`config.mk`:
```
export PLATFORM = sky130hd
export DESIGN_NAME = mod107_chunk_reducer
export DESIGN_NICKNAME = d
export VERILOG_FILES = /design/src/rtl/mod107_chunk_reducer.sv
export SDC_FILE = /design/constraint.sdc
export NUM_CORES = 1
export LEC_CHECK = 0
export CORE_ASPECT_RATIO = 1.4
export CORE_MARGIN = 5
export CORE_UTILIZATION = 32
export CTS_CLUSTER_DIAMETER = 150
export DETAILED_ROUTE_END_ITERATION = 10
export PLACE_DENSITY = 0.62
export RECOVER_POWER = 100
export SLEW_MARGIN = 20
export SYNTH_ARGS = -nofsm -noshare
export SYNTH_HDL_FRONTEND = slang
export SYNTH_SLANG_ARGS = --single-unit
```
`constraint.sdc`:
```
create_clock -name clk -period 3.27 [get_ports clk]
set_input_delay 0.327 -clock clk [delete_from_list [all_inputs] [get_ports clk]]
set_output_delay 0.327 -clock clk [all_outputs]
set_load 0.1 [all_outputs]
```
`src/rtl/mod107_chunk_reducer.sv`:
```
// mod107_chunk_reducer
//
// Reduces a wide operand modulo MOD by walking it in CHUNK-bit slices,
// lowest slice first. Each slice is presented to an external, shared bank of
// chunk-residue LUTs (lut_idx selects the LUT, lut_x is the slice). The
// residue lut_z comes back combinationally in the same cycle and is folded
// into a running accumulator with a single conditional subtract.
//
// States
//   state  | meaning
//   IDLE   | waiting for an operand, in_ready=1
//   RUN    | one chunk per cycle, NCH cycles, busy=1
//   DONE   | result presented, out_valid=1 until out_ready
//
// Ports
//   clk, rst_n          clock, asynchronous active-low reset
//   in_valid/in_ready   operand handshake, in_data sampled only on accept
//   lut_idx, lut_x      LUT select and chunk (zero outside RUN)
//   lut_z               residue returned by the selected LUT
//   out_valid/out_ready result handshake, out_res = operand mod MOD
//   busy                high in RUN
//   err                 sticky: an out-of-range lut_z was seen this operation

module mod107_chunk_reducer #(
    parameter int N_BITS = 300,
    parameter int CHUNK  = 6,
    parameter int MOD    = 107,
    parameter int RW     = 7
) (
    input  logic              clk,
    input  logic              rst_n,
    input  logic              in_valid,
    output logic              in_ready,
    input  logic [N_BITS-1:0] in_data,
    output logic [5:0]        lut_idx,
    output logic [CHUNK-1:0]  lut_x,
    input  logic [RW-1:0]     lut_z,
    output logic              out_valid,
    input  logic              out_ready,
    output logic [RW-1:0]     out_res,
    output logic              busy,
    output logic              err
);

    localparam int NCH = N_BITS / CHUNK;
    localparam logic [5:0] LAST_IDX = 6'(NCH - 1);
    localparam logic [RW:0] MOD_W = (RW + 1)'(MOD);

    typedef enum logic [1:0] {
        S_IDLE = 2'd0,
        S_RUN  = 2'd1,
        S_DONE = 2'd2
    } state_t;

    state_t              state_q, state_d;
    logic [N_BITS-1:0]   data_q, data_d;
    logic [5:0]          idx_q, idx_d;
    logic [RW-1:0]       acc_q, acc_d;
    logic [RW-1:0]       res_q, res_d;
    logic                err_q, err_d;

    logic                accept;
    logic                last_chunk;
    logic [RW:0]         sum;
    logic [RW-1:0]       acc_next;
    logic                z_bad;

    assign accept     = (state_q == S_IDLE) && in_valid;
    assign last_chunk = (idx_q == LAST_IDX);

    // acc < MOD and lut_z < 2^RW, so one extra bit holds the sum and a single
    // subtract brings a legal sum back into range. Illegal lut_z values go
    // through the same rule and give a deterministic (flagged) result.
    assign sum      = {1'b0, acc_q} + {1'b0, lut_z};
    assign acc_next = (sum >= MOD_W) ? RW'(sum - MOD_W) : sum[RW-1:0];
    assign z_bad    = ({1'b0, lut_z} >= MOD_W);

    // State register
    always_ff @(posedge clk or negedge rst_n) begin
        if (!rst_n) begin
            state_q <= S_IDLE;
        end else begin
            state_q <= state_d;
        end
    end

    // Next-state logic
    always_comb begin
        state_d = state_q;
        case (state_q)
            S_IDLE: if (in_valid)   state_d = S_RUN;
            S_RUN:  if (last_chunk) state_d = S_DONE;
            S_DONE: if (out_ready)  state_d = S_IDLE;
            default:                state_d = S_IDLE;
        endcase
    end

    // Datapath registers
    always_ff @(posedge clk or negedge rst_n) begin
        if (!rst_n) begin
            data_q <= '0;
            idx_q  <= '0;
            acc_q  <= '0;
            res_q  <= '0;
            err_q  <= 1'b0;
        end else begin
            data_q <= data_d;
            idx_q  <= idx_d;
            acc_q  <= acc_d;
            res_q  <= res_d;
            err_q  <= err_d;
        end
    end

    // The operand is shifted down one chunk per RUN cycle so the current
    // chunk is always in the low bits; no wide variable-index mux is needed.
    always_comb begin
        data_d = data_q;
        idx_d  = idx_q;
        acc_d  = acc_q;
        res_d  = res_q;
        err_d  = err_q;
        if (accept) begin
            data_d = in_data;
            idx_d  = '0;
            acc_d  = '0;
            err_d  = 1'b0;
        end else if (state_q == S_RUN) begin
            data_d = data_q >> CHUNK;
            acc_d  = acc_next;
            err_d  = err_q | z_bad;
            if (last_chunk) begin
                res_d = acc_next;
            end else begin
                idx_d = idx_q + 6'd1;
            end
        end
    end

    // Outputs, decoded from registered state only
    always_comb begin
        in_ready  = (state_q == S_IDLE);
        busy      = (state_q == S_RUN);
        out_valid = (state_q == S_DONE);
        out_res   = res_q;
        err       = err_q;
        lut_idx   = '0;
        lut_x     = '0;
        if (state_q == S_RUN) begin
            lut_idx = idx_q;
            lut_x   = data_q[CHUNK-1:0];
        end
    end

endmodule

```
After elaboration in Yosys (flattened, before gate mapping). Index checks and enable logic that the tools add are counted.

Register bits: 323. Input port bits: 311. Output and inout port bits: 23.

Reductions and logical operators: 6. Add/sub/neg operators: 3. Equal/unequal tests: 7. $lt $le $gt $ge: 2. Bitwise logic cells: 2. Multiplexer cells: 16.

Operators with widths (count): 300-bit two-way mux (2); 6-bit two-way mux (5); 7-bit two-way mux (3); 7-bit by 7-bit adder with 8-bit output (1); 8-bit by 7-bit >= comparator with 1-bit output, second input constant (1); 7-bit >= comparator, second input constant (1); 7-bit subtractor, second input constant (1); 6-bit by 1-bit adder with 6-bit output, second input constant (1); 6-bit equality test, second input constant (1); 2-bit two-way mux (3); 2-bit one-hot mux with 3 select lines (1); 3-bit AND reduction (2); 2-bit by 1-bit != test with 1-bit output, second input constant (2); 2-bit != test, second input constant (2); 2-bit by 1-bit equality test with 1-bit output, second input constant (1); 2-bit equality test, second input constant (1); 2-bit zero test (1); 1-bit two-way mux (2); 2-bit AND reduction (1); 2-bit nonzero test (1); 1-bit logical AND (1); 1-bit inverter (1); 1-bit OR (1).

Longest topological paths before layout.
Depth in word-level cells: 5. Gate-level depth with buffers: 9. Mapped depth without buffers: 9.

Worst setup path before layout. Ideal clock, no wire load.

Path type: register to register. Start: register state_q[1]. End: register data_q[190]. Slack: 0.342 ns. Data required time: 3.204 ns. Stages on the path, launching flop included: 8. Data arrival time: 2.863 ns. Period minus slack after synthesis: 2.928 ns. Buffers on the path: 3. Cell sequence: dfrtp_1 nor2_1 and2_1 buf_2 clkbuf_1 buf_1 a22oi_1 nand2_1.

Cells in the longest elaborated chain, start to end: 3.

RTL lines: from (decl) (RTL line 55) `state_t state_q, state_d;`; from (signal assigned) (RTL line 83) `state_q <= state_d;`; 2-bit zero test *; via in_ready (RTL line 33) `output logic in_ready,`; 1-bit logical AND * (RTL line 68) `assign accept = (state_q == S_IDLE) && in_valid;`; 300-bit two-way mux or 2-bit nonzero test (tied branches); to (signal assigned) (RTL line 107) `data_q <= data_d;`; to (decl) (RTL line 56) `logic [N_BITS-1:0] data_q, data_d;`.

Mark *: on every way through the listed nets, which the timed path passes. The rest lies on a longest branch. A chain may end at the register's enable or synchronous reset.

Worst setup path in the final report.
Start: register acc_q[0]. End: register acc_q[2].

Cells in the longest elaborated chain, start to end: 5.

RTL lines: from (decl) (RTL line 58) `logic [RW-1:0] acc_q, acc_d;`; from (signal assigned) (RTL line 103) `acc_q <= '0;`; from (signal assigned) (RTL line 109) `acc_q <= acc_d;`; 7-bit by 7-bit adder with 8-bit output * (RTL line 74) `assign sum = {1'b0, acc_q} + {1'b0, lut_z};`; 7-bit subtractor or 8-bit by 7-bit >= comparator with 1-bit output (tied branches) (RTL line 75) `assign acc_next = (sum >= MOD_W) ? RW'(sum - MOD_W) : sum[RW-1:0];`; 7-bit two-way mux * (RTL line 75); 7-bit two-way mux * (RTL line 128) `end else if (state_q == S_RUN) begin`; 7-bit two-way mux * (RTL line 123) `if (accept) begin`.

Every way passes the cells marked *; elsewhere a longest branch is shown, timed or not. The select of a mux whose other input is x is not followed.

==> run metrics <==
drt first-iter violations 765; total CTS buffers 37; Worst EP arrival 3280 ps; vias in the first global route 12,000; RSZ-0062 raised after global routing false; initial antenna violation count 13; Primary FF master, synth dfrtp_1; sequential-to-total area share from yosys stat 0.575; area of the multi-input gates 5520 um2; Clk pwr share 0.222; DRC viols 0; setup TNS 0 ps; Initial DRT Pass Iterations 6; routability-driven placement congestion ratio 0.836; I/O pins approximately 330; average wire per standard cell 18.1 um; Seq pwr share 0.377; failing checks max-capacitance violations, max-slew violations; status finished with violations; Finish-stage setup viols 0; Setup crit end kind register; HPWL Detailed about 28,000 um; Max Clock Freq 348 MHz; number of synthesized flops with an enable pin 0; Setup CP Type register to register; post-CTS resize count 0; post-CTS setup buffers 0; Post-synth ARST share 1.00; FF+latch area approximately 8100 um2; fill cell total of the finished layout 4,163; Slew Limit Fails 348; worst vdd ir 0.521 mV; Starting Density 0.325; clk_skew about 12 ps; worst path required time 3680 ps; post-synthesis register bit count 323; core region area 43,200 um2; Port Buffer Count 333; final worst path period need 2870 ps; remaining global-route overflow 0; Worst-path clk slew 60 ps; clk_lat worst skew 520 ps; CP Max Fanout 6; Clock Tree Root clkbuf_16; post-route antenna net violation count 0; die area 48,300 um2; ranking of synthesized cells by area dfrtp_1 58%, nand2_1 17%, a22oi_1 16%, clkbuf_1 2.4%, ha_1 0.89%; clock sink count 323; reg2reg setup slack 400 ps; row count 90; relative slew slack -0.129; CTS tree built; layout cells sized above 1 0.0544; Critical Path Start Type register; Syn Nets 1,798; Pint 0.0110 W; Via density roughly 5.0; Yosys top cell by area dfrtp_1; Fin. Hold Viols 0; Via Count 11,700; Pwr Density 947 nW/um2; HP Class input pin to register; power share of the combinational group 0.400; Mapped Area 14,000 um2; Yosys top cell area share 0.575; H-tree Lvls 2; largest net degree at the start of global routing between 150 and 200; CTS Buffer Depth 3; final wirelength 42,500 um; Final #Nets 2,080; Switching Fraction 0.391; Cells after Synth approximately 1,500; Leakage 8.77 nW; die span in x roughly 190 um; fin crit share 0.878; first-pass GRT wire length 67,200 um; Mean Syn Cell Area 9.52 um2; max-cap violation count 4; Die H 258 um; synth unique cells 58; worst slew pin tran 1690 ps; GR Util All Layers 0.171; synthesis-to-finish area growth 35.7%; NetSw 0.00706 W; synth warn 0; Core Util, Final 0.441
[kinds of logic (layout without fill, tap and decap cells)]
logic type / after synthesis / after routing / synth area share
AOI/OAI and AO/OA: 344 / 344 / 0.185
DFF: 323 / 323 / 0.575
xor gates and xnor gates: 6 / 6 / 0.00508
other: 0 / 12 / 0
adders and majority gates: 11 / 11 / 0.0103
buffers and inverters: 108 / 414 / 0.0310
and+or+nand+nor: 680 / 680 / 0.190
muxes: 4 / 4 / 0.00294
[through the flow]
stage,setup WS [ps],std cells,cell area [um2],power (W),hold slack [ps]
6_report,400,2346,19100,0.0181,344
5_1_grt,204,2346,19100,0.0194,342
4_1_cts,538,2334,19200,0.0184,315
3_5_place_dp,131,2270,18000,0.0143,413
3_3_place_gp,158,2270,18000,0.0141,414
2_1_floorplan,342,1476,14000,0.0120,31.4
[placed cells by master, fill, tap and decap left out, types with 2 or more instances in the layout]
master / synthesis / final
clkinv_4: 0 / 2
xor2_1: 4 / 4
clkdlybuf4s50_1: 0 / 309
a21oi_1: 7 / 7
dlygate4sd3_1: 0 / 9
buf_2: 2 / 2
o21ba_2: 2 / 2
ha_1: 10 / 10
a21o_1: 3 / 3
nand2b_1: 2 / 2
clkbuf_16: 0 / 37
clkbuf_1: 88 / 12
a22oi_1: 294 / 294
clkinvlp_4: 0 / 2
mux2i_1: 3 / 3
inv_1: 4 / 4
clkbuf_8: 2 / 8
o211ai_1: 3 / 3
nand3_1: 13 / 13
buf_12: 0 / 15
o21ai_0: 15 / 15
dfrtp_1: 323 / 323
diode_2: 0 / 12
nor2_1: 16 / 17
or3_1: 2 / 2
clkinv_2: 0 / 7
nand2_1: 621 / 621
and2_0: 0 / 12
[layout make-up]
class	count	area share
flip-flops and latches	323	0.424
multi-input cells	1045	0.289
repair buffers	346	0.187
clock buffers	51	0.0555
well taps	552	0.0362
clock inverters	12	0.00512
diodes	12	0.00158
inverters	5	0.00138
[power groups by stage]
| stage | Clock [W] | Combinational (W) | Sequential, W |
|---|---|---|---|
| floorplan | 0 | 0.00520 | 0.00677 |
| global placement | 0 | 0.00721 | 0.00684 |
| detailed placement | 0 | 0.00739 | 0.00689 |
| CTS | 0.00416 | 0.00741 | 0.00684 |
| global route | 0.00429 | 0.00807 | 0.00706 |
| finish | 0.00401 | 0.00723 | 0.00682 |
[critical path, cell delays in order (launching register included)]
cell	delay, ps
dfrtp_1	390
ha_1	230
fa_1	430
a211oi_1	460
nor2_1	180
o22ai_4	290
a31oi_4	160
or3_1	350
a32o_2	270
[final timing paths]
path,end,cells past startpoint,startpoint
max,acc_q[2],8,acc_q[0]
min,data_q[299],3,in_data[299]
max reg2reg,acc_q[2],8,acc_q[0]
min reg2reg,data_q[2],2,data_q[2]
max in group asynchronous,data_q[80],3,rst_n
min in group asynchronous,data_q[162],2,rst_n
[sequential cells by signal, indices dropped and copies added (netlist names)]
register / count
state_q: 2
out_res: 7
acc_q: 7
idx_q: 6
data_q: 300
err: 1
[what timing repair did]
item / in CTS / in global routing
hold endpoints to repair: 90 / 0
endpoints found under the setup margin: 0 / 0
hold buffers: 1 / 0
[Yosys cell counts, drive strengths merged (2+ instances only)]
| cell | number |
|---|---|
| nand2 | 621 |
| dfrtp | 323 |
| a22oi | 294 |
| clkbuf | 90 |
| nor2 | 17 |
| o21ai | 16 |
| and2 | 13 |
| buf | 13 |
| nand3 | 13 |
| ha | 10 |
| a21oi | 8 |
| inv | 5 |
| xor2 | 5 |
| a21o | 3 |
| mux2i | 3 |
| o211ai | 3 |
| a211oi | 2 |
| a31o | 2 |
| a31oi | 2 |
| and4 | 2 |
| nand2b | 2 |
| o21ba | 2 |
| or3 | 2 |
[metal layers]
layer  part of all wire  GRT usage
met1               0.40      0.211
met2               0.51      0.286
met3              0.061     0.0430
met4              0.036     0.0695
met5            0.00016          0
No activity file was read; power rests on OpenSTA's default activity.
